[src/rtl/instr_fetch_decode.sv]
`default_nettype none
// ============================================================================
//  Module      : instr_fetch_decode
//  Description : Instruction fetch and decode stage. Drives the PC into the
//                instruction ROM, latches the returned word into the
//                instruction register, and splits it into class, opcode,
//                register and literal fields. Issues each decoded instruction
//                to the datapath with a valid/ready handshake, then steps the
//                PC or redirects it for a jump.
//  Ports       : clk        - system clock, rising edge
//                rst_n      - asynchronous active-low reset
//                run        - fetch enable (0 holds in FETCH)
//                pc         - [7:0] instruction ROM address
//                rom_data   - [15:0] ROM word for pc (combinational)
//                dec_valid  - decoded fields valid, held until accepted
//                dec_ready  - datapath accepts the instruction
//                cls        - [1:0] instruction class
//                opcode     - [4:0] operation
//                da/aa/ba   - [2:0] destination / source A / source B
//                imm        - [10:0] zero-extended literal
//                imm_en     - imm is the B operand
//                br_valid   - jump request, used only on the handshake cycle
//                br_target  - [7:0] jump destination
//                halted     - fetch stopped, cleared only by reset
//  Revision    : 1.0 - initial release
// ============================================================================
module instr_fetch_decode #(
    parameter logic [7:0] RESET_PC    = 8'h00,
    parameter bit         HALT_ON_NOP = 1'b1
) (
    input  logic        clk,
    input  logic        rst_n,
    input  logic        run,
    output logic [7:0]  pc,
    input  logic [15:0] rom_data,
    output logic        dec_valid,
    input  logic        dec_ready,
    output logic [1:0]  cls,
    output logic [4:0]  opcode,
    output logic [2:0]  da,
    output logic [2:0]  aa,
    output logic [2:0]  ba,
    output logic [10:0] imm,
    output logic        imm_en,
    input  logic        br_valid,
    input  logic [7:0]  br_target,
    output logic        halted
);

    typedef enum logic [1:0] {
        S_FETCH = 2'd0,
        S_ISSUE = 2'd1,
        S_HALT  = 2'd2
    } state_t;

    state_t      r_state;
    state_t      w_state_nxt;
    logic [7:0]  r_pc;
    logic [7:0]  w_pc_nxt;
    logic [15:0] r_ir;
    logic [15:0] w_ir_nxt;
    logic        w_is_nop;

    // An all-zero word is the ROM's unprogrammed value; optionally it stops fetch.
    assign w_is_nop = (HALT_ON_NOP == 1'b1) && (rom_data == 16'h0000);

    always_ff @(posedge clk or negedge rst_n) begin
        if (!rst_n) begin
            r_state <= S_FETCH;
            r_pc    <= RESET_PC;
            r_ir    <= 16'h0000;
        end else begin
            r_state <= w_state_nxt;
            r_pc    <= w_pc_nxt;
            r_ir    <= w_ir_nxt;
        end
    end

    always_comb begin
        w_state_nxt = r_state;
        w_pc_nxt    = r_pc;
        w_ir_nxt    = r_ir;
        case (r_state)
            S_FETCH: begin
                if (run) begin
                    if (w_is_nop) begin
                        // IR keeps the previous word; PC freezes at the NOP address.
                        w_state_nxt = S_HALT;
                    end else begin
                        w_ir_nxt    = rom_data;
                        w_state_nxt = S_ISSUE;
                    end
                end
            end
            S_ISSUE: begin
                if (dec_ready) begin
                    // Redirect decision is taken only on the accepting cycle.
                    w_pc_nxt    = br_valid ? br_target : (r_pc + 8'd1);
                    w_state_nxt = S_FETCH;
                end
            end
            S_HALT: begin
                w_state_nxt = S_HALT;
            end
            default: begin
                w_state_nxt = S_FETCH;
            end
        endcase
    end

    assign pc        = r_pc;
    assign dec_valid = (r_state == S_ISSUE);
    assign halted    = (r_state == S_HALT);
    assign cls       = r_ir[15:14];

    // Field extraction straight from the instruction register.
    always_comb begin
        opcode = 5'd0;
        da     = 3'd0;
        aa     = 3'd0;
        ba     = 3'd0;
        imm    = 11'd0;
        imm_en = 1'b0;
        case (r_ir[15:14])
            2'b00: begin
                // Immediate ALU: destination doubles as source A.
                opcode = {2'b00, r_ir[13:11]};
                da     = r_ir[10:8];
                aa     = r_ir[10:8];
                imm    = {3'b000, r_ir[7:0]};
                imm_en = 1'b1;
            end
            2'b01: begin
                opcode = r_ir[13:9];
                da     = r_ir[8:6];
                aa     = r_ir[5:3];
                ba     = r_ir[2:0];
            end
            2'b10: begin
                if (r_ir[13]) begin
                    opcode = {3'b100, r_ir[12:11]};
                    da     = r_ir[10:8];
                    aa     = r_ir[10:8];
                    imm    = {3'b000, r_ir[7:0]};
                    imm_en = 1'b1;
                end else begin
                    opcode = {1'b0, r_ir[12:9]};
                    da     = r_ir[8:6];
                    aa     = r_ir[5:3];
                    ba     = r_ir[2:0];
                end
            end
            default: begin
                // Load-long: the full 11-bit literal goes to the destination.
                da     = r_ir[13:11];
                imm    = r_ir[10:0];
                imm_en = 1'b1;
            end
        endcase
    end

endmodule
`default_nettype wire

[config.mk]
export PLATFORM = sky130hd
export DESIGN_NAME = instr_fetch_decode
export DESIGN_NICKNAME = d
export VERILOG_FILES = /design/src/rtl/instr_fetch_decode.sv
export SDC_FILE = /design/constraint.sdc
export NUM_CORES = 1
export LEC_CHECK = 0
export BUFFER_PORTS_ARGS = -buffer_cell sky130_fd_sc_hd__buf_2
export CORE_MARGIN = 10
export CORE_UTILIZATION = 40
export CTS_CLUSTER_SIZE = 20
export DETAILED_ROUTE_END_ITERATION = 7
export PLACE_DENSITY = 0.74
export RECOVER_POWER = 25
export SLEW_MARGIN = 20
export SYNTH_ARGS = -nofsm -noshare
export SYNTH_HDL_FRONTEND = slang
export SYNTH_SLANG_ARGS = --single-unit
[constraint.sdc]
create_clock -name clk -period 2.2 [get_ports clk]
set_clock_uncertainty 0.15 [all_clocks]
set_input_delay 0.44 -clock clk [delete_from_list [all_inputs] [get_ports clk]]
set_output_delay 0.44 -clock clk [all_outputs]
set_load 0.05 [all_outputs]
# Yosys cells after proc, flatten, opt, wreduce, memory -nomap -nowiden
# Index checks and enable logic that the tools add are counted.
[word_totals]
ff_bits = 26
output_inout_bits = 38
word_cells = 34
[classes]
n_addsub = 1
n_eq_ne = 6
mux = 17
n_bitwise = 1
reduce_logical = 6
[ops]
columns = ["cell", "n"]
rows = [
  ["$pmux W11 S3", 1],
  ["$pmux W3 S3", 2],
  ["$logic_not A16 Y1", 1],
  ["$mux W8", 2],
  ["$pmux W5 S3", 1],
  ["$mux W3", 3],
  ["$add A8 B1 Y8 const B", 1],
  ["$mux W2", 3],
  ["$pmux W2 S3", 1],
  ["$pmux W3 S2", 1],
  ["$mux W5", 1],
  ["$eq A2 B1 Y1 const B", 2],
  ["$eq A2 B2 Y1 const B", 2],
  ["$logic_not A2 Y1", 2],
  ["$reduce_and A2 Y1", 2],
  ["$reduce_and A3 Y1", 1],
  ["$ne A2 B1 Y1 const B", 1],
  ["$ne A2 B2 Y1 const B", 1],
  ["$pmux W1 S2", 1],
  ["$mux W1", 1],
  ["$not A1 Y1", 1],
]

# Depth between registers and ports, before layout
[depth]
word_depth = 4
mapped_depth = 6

# Worst setup path after synthesis
# Ideal clock, no wire load.
[synth_path]
path_kind = "flip-flop to output port"
startpoint = "register r_ir[14]"
endpoint = "output imm[3]"
t_arrival_ns = 1.834
slack_ns = -0.224
stages_incl_launch_ff = 7
path_buffers = 2
cell_sequence = "dfrtp_1 -> ha_1 -> clkbuf_1 -> inv_1 -> and2_1 -> clkbuf_1 -> nor2b_1"
[synth_via]
elab_chain_cells = 2
elab_cells_between_ends = 4
classes_between = "2 x eq/ne; 1 x mux; 1 x reduce/logical"
[synth_rtl]
columns = ["item", "line_no", "rtl"]
rows = [
  ["start: declaration", "60", "logic [15:0] r_ir;"],
  ["start signal: assignment", "75", "r_ir <= w_ir_nxt;"],
  ["$eq A2 B2 Y1 (tied with other cells)", "124", "case (r_ir[15:14])"],
  ["$pmux W11 S3 (*)", "124", ""],
  ["end: declaration", "43", "output logic [10:0] imm,"],
]
# Every way passes the cells marked *; elsewhere a longest branch is shown, timed or not.

# Worst setup path in the final report
[layout_path]
startpoint = "register r_ir[15]"
endpoint = "output da[0]"
[layout_via]
elab_chain_cells = 2
elab_cells_between_ends = 4
classes_between = "2 x eq/ne; 1 x mux; 1 x reduce/logical"
[layout_rtl]
columns = ["item", "line_no", "rtl"]
rows = [
  ["$eq A2 B2 Y1 (tied with other cells)", "124", ""],
  ["$pmux W3 S3 (*)", "124", ""],
  ["end: declaration", "40", "output logic [2:0] da,"],
]
# Marks and branches as above.

==> results.py <==
metrics = {
    "status": {
        "status": "finished, violations left",
        "violations": "negative setup slack",
    },
    "setup_path": {
        "crit_type": "flop to primary output",
        "reg2reg_slack_ns": 0.45,
        "critPathArrivalTime_ns": 1.75,
        "cp-end-kind": "primary output",
        "startpoint": "r_ir[15]",
        "r2r-start": "r_state[0]",
        "cp-start-kind": "flop",
        "worstPathRequired_ns": 1.61,
        "crit_fanout": 5,
    },
    "cells_and_area": {
        "layout-drive-gt1-share": 0.5478,
        "antenna_cells": 0,
        "syn2layout_area_growth_pct": 46.43,
        "num-nets-final": 265,
    },
    "route": {
        "antenna_left": 0,
        "vias": 1449,
        "wl_um": 4690,
        "drt_iter0_drc": 42,
        "route.detailed.drc": 0,
        "dr.pass1.iters": 4,
        "avgRoutedWirePerCell_um": 16.87,
        "vias_per_cell": 5.212,
    },
    "logic_synthesis": {
        "syn_inst": 160,
        "synth_cell_types": 37,
        "ys.flop_type": "dfrtp_1",
        "seq_area_frac_synth": 0.4127,
        "ys_seq_elements": 26,
        "syn_nets": 194,
        "synthArstFlopShare": 1.000,
        "synth_top_area_frac": 0.4127,
        "ys_top_cells_by_area": "dfrtp_1, mux2_4, mux2_2",
        "syn-cell-area_um2": 1577,
        "syn_area_per_cell_um2": 9.853,
        "synth_edf_count": 0,
        "yosysWarnings": 0,
        "synth_area_leader_cell": "dfrtp_1",
    },
    "pwr": {
        "seqPwrFrac": 0.245,
        "leakage_nw": 1.142,
        "ir_worst_vdd_uv": 489.7,
        "combPwrFrac": 0.624,
        "p_total_mw": 2.976,
        "p_clk_frac": 0.131,
        "cellPowerDensity_nw_per_um2": 1289,
        "power_switching_mw": 1.462,
        "intPower_mw": 1.514,
        "switching_share": 0.4912,
    },
    "placed_design": {
        "hpwl_um": 3337,
        "portBuffers": 66,
        "gp_congestion": 0.7916,
    },
    "floorplan": {
        "start_util": 0.4211,
        "die_y_um": 82.78,
        "die_area_um2": 6853,
        "die_x_um": 82.78,
        "fp.coreArea_um2": 3744,
        "ios": 67,
        "rows": 22,
    },
    "timing": {
        "worst_pin_slew_ns": 1.370,
        "slew_viol_final": 0,
        "setup_viol": 18,
        "worst_slack_ns": -0.1416,
        "hold-worst-slack_ns": 0.2199,
        "finalCriticalPeriod_ns": 2.342,
        "max-slew-margin-rel": 0.08673,
        "finalCritPeriodShare": 1.064,
        "rsz0062_at_grt": "yes",
        "hold_viol_final": 0,
        "maxClockFrequency_ghz": 0.4271,
    },
    "global_routing": {
        "grt_max_degree": 27,
        "antenna_found_initial": 0,
        "grt_pass1_vias": 1419,
        "overflow": 0,
        "grt_pass1_wl_um": 6941,
        "globalRouteTotalUtil": 0.1301,
    },
    "clock_network": {
        "root_buffer": "clkbuf_8",
        "clock-sinks": 26,
        "htreeDepth": 1,
        "numCtsBuffers": 3,
        "cts_tree": "done",
        "cts_buffer_depth": 2,
        "insertion_delay_ns": 0.27,
        "clkTransAtPathRegs_ns": 0.09,
    },
    "hold_path": {
        "min_from": "dec_ready",
        "hp-class": "primary input to flop",
    },
    "run": {
        "drv_cap": 0,
    },
}
-- power groups by stage --
stage               clock network (mW)  registers, mW  logic [mW]
global placement                     0          0.721        1.49
detailed placement                   0          0.725        1.50
finish                           0.391          0.729        1.86
global route                     0.411          0.749        1.95
floorplan                            0          0.848        1.02
CTS                              0.399          0.720        1.73
-- sequential cells by signal, indices dropped and copies added (netlist names) --
signal   count
pc           8
r_ir        16
r_state      2
-- synthesized netlist by cell type (all sizes together), types with 2 or more instances --
library cell  instances
dfrtp                26
nor2                 18
mux2                 17
nand2                13
inv                   9
o21ai                 9
a21oi                 6
and2                  6
nor2b                 6
clkbuf                5
ha                    5
a22oi                 4
buf                   4
nor4                  4
nand2b                3
a22o                  2
a31oi                 2
and3                  2
nand3                 2
nand3b                2
o22a                  2
-- per-layer routing --
metal / wire (um) / GRT usage
met5: 0 / 0
met4: 136 / 0.06522
met3: 253 / 0.02586
met2: 2443 / 0.2245
met1: 1857 / 0.1491
-- layout make-up --
type                    instances  area [um2]
repair buffers                 75       543.0
well taps                      48       60.06
multi-input cells             116       948.4
fillers                       306        1435
clock inverters                 1       30.03
clock buffers                   3       41.29
flip-flops and latches         26       651.9
inverters                       9       33.78
-- cell usage in the layout, fill, tap and decap left out, drive strengths merged, types with 3 or more instances in the layout --
master and n:
nand2b 3, nor2 18, and2 6, mux2 17, buf 74, inv 9
ha 5, dfrtp 26, nor2b 6, nor4 4, a22oi 4, nand2 13
o21ai 9, a21oi 6, clkbuf 4
-- kinds of logic (layout without fill, tap and decap cells) --
group	Yosys count	in the layout	synth area share
AO/OA/AOI/OAI	31	31	0.1310
AND/OR/NAND/NOR	62	62	0.2048
multiplexers	18	18	0.1492
adder cells (fa/ha/maj)	5	5	0.03968
buffers and inverters	18	88	0.06270
flip-flops	26	26	0.4127
-- per-stage QoR --
step | cells | cell area [um2] | setup TNS, ns | setup WS, ns | util
after floorplan | 160 | 1585 | -1.914 | -0.2240 | -
after global placement | 271 | 1956 | 0 | 0.06436 | 0.5224
after detailed placement | 271 | 1956 | 0 | 0.05212 | 0.5224
after CTS | 277 | 2192 | -1.278 | -0.1394 | 0.5856
after global routing | 278 | 2308 | -2.861 | -0.2045 | 0.6166
final | 278 | 2308 | -1.451 | -0.1416 | 0.6166
-- final timing paths --
kind | cells past startpoint | to
worst max-delay path | 7 | da[0]
min in group asynchronous | 1 | r_state[0]
max in group asynchronous | 1 | r_ir[15]
worst min register to register | 1 | r_ir[1]
worst min-delay path | 2 | r_state[0]
worst max register to register | 2 | r_ir[13]
-- critical path, cell delays in order (launching register included) --
cell	delay, ns
dfrtp_2	0.43
inv_2	0.07
ha_2	0.18
inv_2	0.09
a21oi_2	0.08
buf_6	0.13
a221o_2	0.34
buf_8	0.15
-- what timing repair did --
item / 4_1_cts / 5_1_grt
gates resized for setup: 54 / 25
buffers inserted: 1 / 1
setup endpoints to repair: 18 / 24
hold buffers: 0 / 0
pin swaps: 1 / 4
cloned: 1 / 0
No activity file was read; power rests on OpenSTA's default activity.
